File: src/rtl/clk_div_multi.sv
// Multi-channel programmable clock divider: each channel divides CLK_in by a
// runtime-loadable N >= 2, with changes applied only at period boundaries.

module clk_div_ch #(
  parameter int CNT_W   = 8,
  parameter int DEF_DIV = 2
) (
  input  logic             clk,
  input  logic             rst,
  input  logic             en,
  input  logic             sync,
  input  logic             ld,
  input  logic [CNT_W-1:0] val,
  output logic             div_clk,
  output logic             tick,
  output logic             act
);
  typedef enum logic {IDLE, RUN} state_t;

  state_t           state;
  logic [CNT_W-1:0] s, n, cnt, h;
  logic [CNT_W:0]   cnt_nx;
  logic             bnd, s_ok;

  // ceil(N/2) without the N+1 overflow at N = 2^CNT_W-1
  assign h      = (n >> 1) + CNT_W'(n[0]);
  assign cnt_nx = {1'b0, cnt} + 1'b1;
  // >= rather than == so a degenerate N of 0/1 reached via SYNC still ends the period
  assign bnd    = cnt_nx >= {1'b0, n};
  assign s_ok   = s >= CNT_W'(2);
  assign act    = (state == RUN);

  always_ff @(posedge clk or posedge rst) begin
    if (rst) begin
      state   <= IDLE;
      s       <= CNT_W'(DEF_DIV);
      n       <= CNT_W'(DEF_DIV);
      cnt     <= '0;
      div_clk <= 1'b0;
      tick    <= 1'b0;
    end else begin
      if (ld) s <= val;
      tick <= 1'b0;
      if (sync && en && (state == RUN || s_ok)) begin
        state   <= RUN;
        n       <= s;
        cnt     <= '0;
        div_clk <= 1'b1;
        tick    <= 1'b1;
      end else begin
        case (state)
          IDLE: begin
            n       <= s;
            cnt     <= '0;
            div_clk <= 1'b0;
            if (en && s_ok) begin
              state   <= RUN;
              div_clk <= 1'b1;
              tick    <= 1'b1;
            end
          end
          RUN: begin
            if (!bnd) begin
              cnt     <= cnt_nx[CNT_W-1:0];
              div_clk <= cnt_nx < {1'b0, h};
            end else begin
              n   <= s;
              cnt <= '0;
              if (!en || !s_ok) begin
                state   <= IDLE;
                div_clk <= 1'b0;
              end else begin
                div_clk <= 1'b1;
                tick    <= 1'b1;
              end
            end
          end
          default: state <= IDLE;
        endcase
      end
    end
  end
endmodule

module clk_div_multi #(
  parameter int NUM_CH  = 3,
  parameter int CNT_W   = 8,
  parameter int DEF_DIV = 2
) (
  input  logic              CLK_in,
  input  logic              RST,
  input  logic [NUM_CH-1:0] EN,
  input  logic              SYNC,
  input  logic              DIV_ld,
  input  logic [3:0]        DIV_ch,
  input  logic [CNT_W-1:0]  DIV_val,
  output logic [NUM_CH-1:0] CLK_out,
  output logic [NUM_CH-1:0] TICK,
  output logic [NUM_CH-1:0] ACT
);
  for (genvar i = 0; i < NUM_CH; i++) begin : g_ch
    clk_div_ch #(.CNT_W(CNT_W), .DEF_DIV(DEF_DIV)) u_ch (
      .clk     (CLK_in),
      .rst     (RST),
      .en      (EN[i]),
      .sync    (SYNC),
      .ld      (DIV_ld && (DIV_ch == 4'(i))),
      .val     (DIV_val),
      .div_clk (CLK_out[i]),
      .tick    (TICK[i]),
      .act     (ACT[i])
    );
  end
endmodule

File: config.mk
export PLATFORM = sky130hd
export DESIGN_NAME = clk_div_multi
export DESIGN_NICKNAME = d
export VERILOG_FILES = /design/src/rtl/clk_div_multi.sv
export SDC_FILE = /design/constraint.sdc
export NUM_CORES = 1
export LEC_CHECK = 0
export CAP_MARGIN = 10
export CORE_MARGIN = 2
export CORE_UTILIZATION = 40
export DETAILED_ROUTE_END_ITERATION = 7
export MAX_ROUTING_LAYER = met4
export PLACE_DENSITY_LB_ADDON = 0.15
export SYNTH_ARGS = -nofsm -noshare
export SYNTH_HDL_FRONTEND = slang
export SYNTH_SLANG_ARGS = --single-unit
File: constraint.sdc
create_clock -name CLK_in -period 3.95 [get_ports CLK_in]
set_input_delay 0.395 -clock CLK_in [delete_from_list [all_inputs] [get_ports CLK_in]]
set_output_delay 0.395 -clock CLK_in [all_outputs]
set_load 0.03 [all_outputs]
* After elaboration in Yosys (flattened, before gate mapping)
Cells that the tools add are included.
Storage, ports and cells: register bits 81, bits of input ports 19
Operators by class: multiplexer cells 51, order comparisons 9, add/subtract/negate cells 6, reduce and logical (&&, ||, !) cells 25, bitwise operators 3, eq/ne operators 5
Operator list (number):
- 8-bit two-way mux | 12
- 8-bit one-hot mux with 2 select lines | 6
- 8-bit by 1-bit adder with 9-bit output, second input constant | 3
- 9-bit by 8-bit greater-or-equal comparator with 1-bit output | 3
- 9-bit by 8-bit < comparator with 1-bit output | 3
- 7-bit by 1-bit adder with 8-bit output | 3
- 8-bit by 2-bit greater-or-equal comparator with 1-bit output, second input constant | 3
- 1-bit two-way mux | 24
- 1-bit one-hot mux with 2 select lines | 9
- 1-bit logical AND | 12
- 3-bit != test, second input constant | 3
- 1-bit zero test | 6
- 1-bit logical OR | 6
- 4-bit by 1-bit == test with 1-bit output, second input constant | 1
- 4-bit by 2-bit == test with 1-bit output, second input constant | 1
- 4-bit zero test | 1
- 1-bit inverter | 3

* Longest topological paths before layout
depth after elaboration 7, mapped depth 12, gate-level depth less buffers 10

* By module
A second synthesis with hierarchy kept.
Unflattened totals: cell total of the unflattened synthesis 407, area total of the unflattened synthesis 4725.8 sq um
Modules (own cells, without submodules):
- clk_div_ch at g_ch[0].u_ch ... | instances 2, cells each 134, area an instance 1570.3 sq um, sequential area each 678.2 sq um
- clk_div_ch at g_ch[1].u_ch | instances 1, cells each 135, area an instance 1546.5 sq um, sequential area each 678.2 sq um
- clk_div_multi | instances 1, cells each 4, area an instance 38.8 sq um, sequential area each 0.0 sq um

* Worst setup path after synthesis
Ideal clock, no wire load.
path kind register -> register, from register g_ch[1].u_ch.cnt[0], to register g_ch[1].u_ch.n[0], data required time 3.825 ns, clock period less this slack 2.585 ns, arrival 2.460 ns, stages on the path, launching flop included 12, slack 1.365 ns, buffers on the path 1, setup time 0.125 ns, cell sequence dfrtp_1 > ha_1 > nand2_1 > nor2_1 > xor2_1 > ha_1 > a21oi_1 > o22ai_1 > nor4b_2 > nand3_2 > buf_6 > mux2_4
Between the ends: word-level cells in the longest chain between the ends 3
RTL lines:
- start, declared | line 21 | logic [CNT_W-1:0] s, n, cnt, h;
- start signal, assigned | line 64 | cnt <= cnt_nx[CNT_W-1:0];
- 8-bit by 1-bit adder with 9-bit output | line 27 | assign cnt_nx = {1'b0, cnt} + 1'b1;
- 9-bit by 8-bit greater-or-equal comparator with 1-bit output | line 29 | assign bnd = cnt_nx >= {1'b0, n};
- 3-bit != test (no line)
- end signal, assigned | line 37 | n <= CNT_W'(DEF_DIV);
- end signal, assigned | line 46 | n <= s;
- end signal, assigned | line 53 | n <= s;
- end, declared | line 21
Every way passes these cells. A chain may end at the register's enable or synchronous reset.

* Final worst setup path
from register g_ch[0].u_ch.cnt[0], to register g_ch[0].u_ch.n[2]
Between the ends: word-level cells in the longest chain between the ends 3
RTL lines (line):
- start, declared | 21
- start signal, assigned | 64
- 8-bit by 1-bit adder with 9-bit output | 27
- 9-bit by 8-bit greater-or-equal comparator with 1-bit output | 29
- 3-bit != test (no line)
- end signal, assigned | 37
- end signal, assigned | 46
- end signal, assigned | 53
- end, declared | 21
Every way passes these cells.

==> metrics.txt <==
# TYPE chip_impl_metric gauge
chip_impl_info{name="synth.most_common_cell",value="dfrtp_1"} 1
chip_impl_metric{name="drive_above_1_share",unit=""} 0.171
chip_impl_metric{name="wl_per_cell",unit="µm"} 15.6
chip_impl_metric{name="die_area",unit="µm²"} 12800
chip_impl_metric{name="yosys.area_share.simple",unit=""} 0.130
chip_impl_metric{name="initial_core_util",unit=""} 0.414
chip_impl_metric{name="clock_insertion_delay_worst_skew",unit="ns"} 0.34
chip_impl_metric{name="maxSlewHeadroom",unit=""} 0.492
chip_impl_metric{name="cts.hold.buffers_added",unit=""} 0
chip_impl_info{name="setup.worst_path.start_class",value="flip-flop"} 1
chip_impl_metric{name="cts.htree.levels",unit=""} 3
chip_impl_metric{name="grt_antenna_before_repair",unit=""} 0
chip_impl_info{name="rsz0062_at_grt",value="false"} 1
chip_impl_metric{name="grt_util_all_layers",unit=""} 0.167
chip_impl_metric{name="tritoncts.num_buffers",unit=""} 9
chip_impl_metric{name="first_iteration_detailed_routing_drc_count",unit=""} 174
chip_impl_metric{name="worst_ir_drop_vdd",unit="V"} 0.000323
chip_impl_metric{name="fin_nets",unit=""} 523
chip_impl_metric{name="p_leak",unit="µW"} 0.00252
chip_impl_metric{name="cts.reportedPaths.clkPinSlew",unit="ns"} 0.06
chip_impl_metric{name="place.gp.congestion",unit=""} 0.842
chip_impl_metric{name="drt_wl_total",unit="µm"} 9320
chip_impl_metric{name="rr_worst_depth",unit=""} 10
chip_impl_metric{name="timing.final.hold_violations",unit=""} 0
chip_impl_metric{name="cap_viol_max_count",unit=""} 0
chip_impl_metric{name="critPathRequiredTime",unit="ns"} 4.17
chip_impl_info{name="clk_root_buffer_cell",value="clkbuf_16"} 1
chip_impl_metric{name="antennaDiodeCount",unit=""} 0
chip_impl_metric{name="dr_total_vias",unit=""} 3141
chip_impl_metric{name="post_cts_buffers",unit=""} 0
chip_impl_metric{name="multi_input_combinational_cell_area",unit="µm²"} 2500
chip_impl_metric{name="cp_arrival",unit="ns"} 3.37
chip_impl_metric{name="drc",unit=""} 3
chip_impl_info{name="post_synth_most_frequent_cells",value="75 x dfrtp_1, 54 x ha_1, 44 x mux2_2"} 1
chip_impl_metric{name="global_route.overflow_total",unit=""} 0
chip_impl_metric{name="postPlaceCellArea",unit="µm²"} 5110
chip_impl_metric{name="final.setup.tns",unit="ns"} 0
chip_impl_info{name="synth.largest_area_cell",value="dfrtp_1"} 1
chip_impl_metric{name="vias_per_cell",unit=""} 5.25
chip_impl_metric{name="final_area",unit="µm²"} 5390
chip_impl_metric{name="first_global_vias",unit=""} 3327
chip_impl_metric{name="cells_after_synth",unit=""} 424
chip_impl_metric{name="synth_xor_area_frac",unit=""} 0.0607
chip_impl_metric{name="yosys_warnings",unit=""} 0
chip_impl_metric{name="die_h",unit="µm"} 113
chip_impl_info{name="cts_tree",value="built"} 1
chip_impl_metric{name="synth-compound-area-share",unit=""} 0.0754
chip_impl_metric{name="post_synth_mux_area_share",unit=""} 0.117
chip_impl_metric{name="dpl.hpwl",unit="µm"} 7160
chip_impl_info{name="worstReg2RegEnd",value="g_ch[0].u_ch.n[2]"} 1
chip_impl_info{name="ys.flop_type",value="dfrtp_1"} 1
chip_impl_metric{name="timing.final.setup_violations",unit=""} 0
chip_impl_metric{name="clock_sink_count",unit=""} 81
chip_impl_metric{name="syn2layout_area_growth",unit="%"} 13.0
chip_impl_metric{name="r2r_slack",unit="ns"} 0.80
chip_impl_metric{name="timing.fmax",unit="GHz"} 0.317
chip_impl_metric{name="core_region_area",unit="µm²"} 11500
chip_impl_metric{name="yosys_register_bits",unit=""} 81
chip_impl_metric{name="cts_resized",unit=""} 0
chip_impl_metric{name="yosysUniqueCellTypes",unit=""} 42
chip_impl_metric{name="floorplan.rows",unit=""} 39
chip_impl_metric{name="fp.dieW",unit="µm"} 113
chip_impl_metric{name="grt_start_max_net_pins",unit=""} 43
chip_impl_metric{name="critical_path.max_fanout",unit=""} 18
chip_impl_metric{name="final.min_clock_period",unit="ns"} 3.15
chip_impl_metric{name="fill_cell_instance_count_of_the_final_layout",unit=""} 1076
chip_impl_info{name="failed_checks",value="design-rule violations"} 1
chip_impl_metric{name="cellPowerDensity",unit="nW/µm²"} 711
chip_impl_metric{name="grt_first_pass_wirelength",unit="µm"} 16300
chip_impl_metric{name="yosys.area.top_type_share",unit=""} 0.394
chip_impl_metric{name="first_pass_iters",unit=""} 6
chip_impl_metric{name="sequential_cell_area",unit="µm²"} 2030
chip_impl_metric{name="timing.final.crit_share",unit=""} 0.798
chip_impl_metric{name="final_max_slew_viol_count",unit=""} 0
chip_impl_info{name="crit-reg2reg-launch",value="g_ch[0].u_ch.cnt[0]"} 1
chip_impl_info{name="status",value="finished, violations left"} 1
chip_impl_metric{name="synth.net_count",unit=""} 497
chip_impl_metric{name="port_buffers",unit=""} 27
chip_impl_info{name="timing.hold.worst.class",value="input port to asynchronous set/reset pin"} 1
chip_impl_metric{name="worst_slew_pin_slew",unit="ns"} 0.761
chip_impl_info{name="cp-end-kind",value="flip-flop"} 1
chip_impl_metric{name="synthesis.area",unit="µm²"} 4760
chip_impl_metric{name="synth-async-reset-ratio",unit=""} 1.00
chip_impl_metric{name="post_synth.cell_area_avg",unit="µm²"} 11.2
chip_impl_metric{name="clock_tree.buffer_depth",unit=""} 2
chip_impl_info{name="dominant_combinational_cell_family_by_area_after_synthesis",value="adder cells"} 1
chip_impl_info{name="path_class",value="flip-flop to flip-flop"} 1
chip_impl_metric{name="number_of_synthesized_flops_with_an_enable_pin",unit=""} 0
chip_impl_metric{name="ant_nets",unit=""} 0
chip_impl_metric{name="synth-adder-area-share",unit=""} 0.142
chip_impl_metric{name="fin_skew",unit="ns"} 0.00675
chip_impl_metric{name="synth_seq_area_share",unit=""} 0.427
chip_impl_info{name="synth.area.top_cells",value="dfrtp_1 39%, ha_1 14%, mux2_2 10%, xnor2_1 4.2%, dfstp_2 3.3%"} 1
chip_impl_metric{name="num_io_pins",unit=""} 28
per-stage QoR:
step                utilization  hold slack, ns  cells  total power, µW  worst slack [ns]
floorplan                     -           0.471    424             2750              1.36
global placement          0.444           0.495    582             3050             0.968
detailed placement        0.444           0.496    582             3100             0.827
CTS                       0.468           0.510    598             3890             0.812
global route              0.468           0.522    598             4190             0.526
finish                    0.468           0.489    598             3830             0.799
layout make-up:
type / instances / area share
Tap cell: 143 / 0.0332
Clock buffer: 12 / 0.0458
Inverter: 32 / 0.0225
Timing Repair Buffer: 28 / 0.0516
Multi-Input combinational cell: 298 / 0.464
Sequential cell: 81 / 0.378
Clock inverter: 4 / 0.00534
logic make-up (layout without fill, tap and decap cells):
family | count (synthesis) | in the layout
mux | 48 | 48
simple gates | 115 | 115
compound gates | 48 | 48
xor+xnor | 33 | 33
buf+inv | 45 | 76
fa+ha+maj | 54 | 54
flops | 81 | 81
layout by cell type, fill, tap and decap left out, types with 18 or more instances in the layout:
| cell | count |
|---|---|
| nor2_1 | 20 |
| nand2_1 | 23 |
| nand3_1 | 26 |
| nor2b_1 | 18 |
| inv_1 | 31 |
| clkdlybuf4s50_1 | 27 |
| ha_1 | 54 |
| dfrtp_1 | 75 |
| xnor2_1 | 23 |
| mux2_2 | 44 |
report_power, final:
group | internal, µW | switching, µW | total, µW
logic | 845 | 853 | 1700
clock network | 443 | 324 | 767
registers | 1110 | 252 | 1370
worst max-delay path, cell delays in order, from the launching register on:
cell and delay [ns]:
dfrtp_1 0.43, ha_1 0.21, nand3_1 0.14, nor2_1 0.16, xor2_1 0.28, ha_1 0.19, o21a_1 0.12, o22ai_1 0.07
o311ai_1 0.46, a21o_1 0.55, mux2_2 0.41
flip-flops by register name, summed over array words and instances (netlist names):
name,count
g_ch.u_ch.act,3
g_ch.u_ch.cnt,24
g_ch.u_ch.div_clk,3
g_ch.u_ch.n,24
g_ch.u_ch.s,24
g_ch.u_ch.tick,3
metal layers:
layer | part of all wire | track usage | vias up
li1 | - | - | 1543
met1 | 0.47 | 0.204 | 1547
met2 | 0.48 | 0.273 | 41
met3 | 0.032 | 0.0445 | 10
met4 | 0.013 | 0.0455 | 0
met5 | 0 | - | -
worst max-delay path by stage:
stage | from | endpoint | slack (ns) | cells past startpoint
5_1_grt | g_ch[0].u_ch.cnt[0] | g_ch[0].u_ch.n[6] | 0.53 | 10
4_1_cts | g_ch[0].u_ch.cnt[0] | g_ch[0].u_ch.n[4] | 0.81 | 10
3_3_place_gp | g_ch[0].u_ch.cnt[0] | g_ch[0].u_ch.n[3] | 0.97 | 10
6_report | g_ch[0].u_ch.cnt[0] | g_ch[0].u_ch.n[2] | 0.80 | 10
3_5_place_dp | g_ch[0].u_ch.cnt[0] | g_ch[0].u_ch.n[4] | 0.83 | 10
2_1_floorplan | g_ch[1].u_ch.cnt[0] | g_ch[1].u_ch.n[0] | 1.36 | 11
Power figures use the tool's default switching activity.
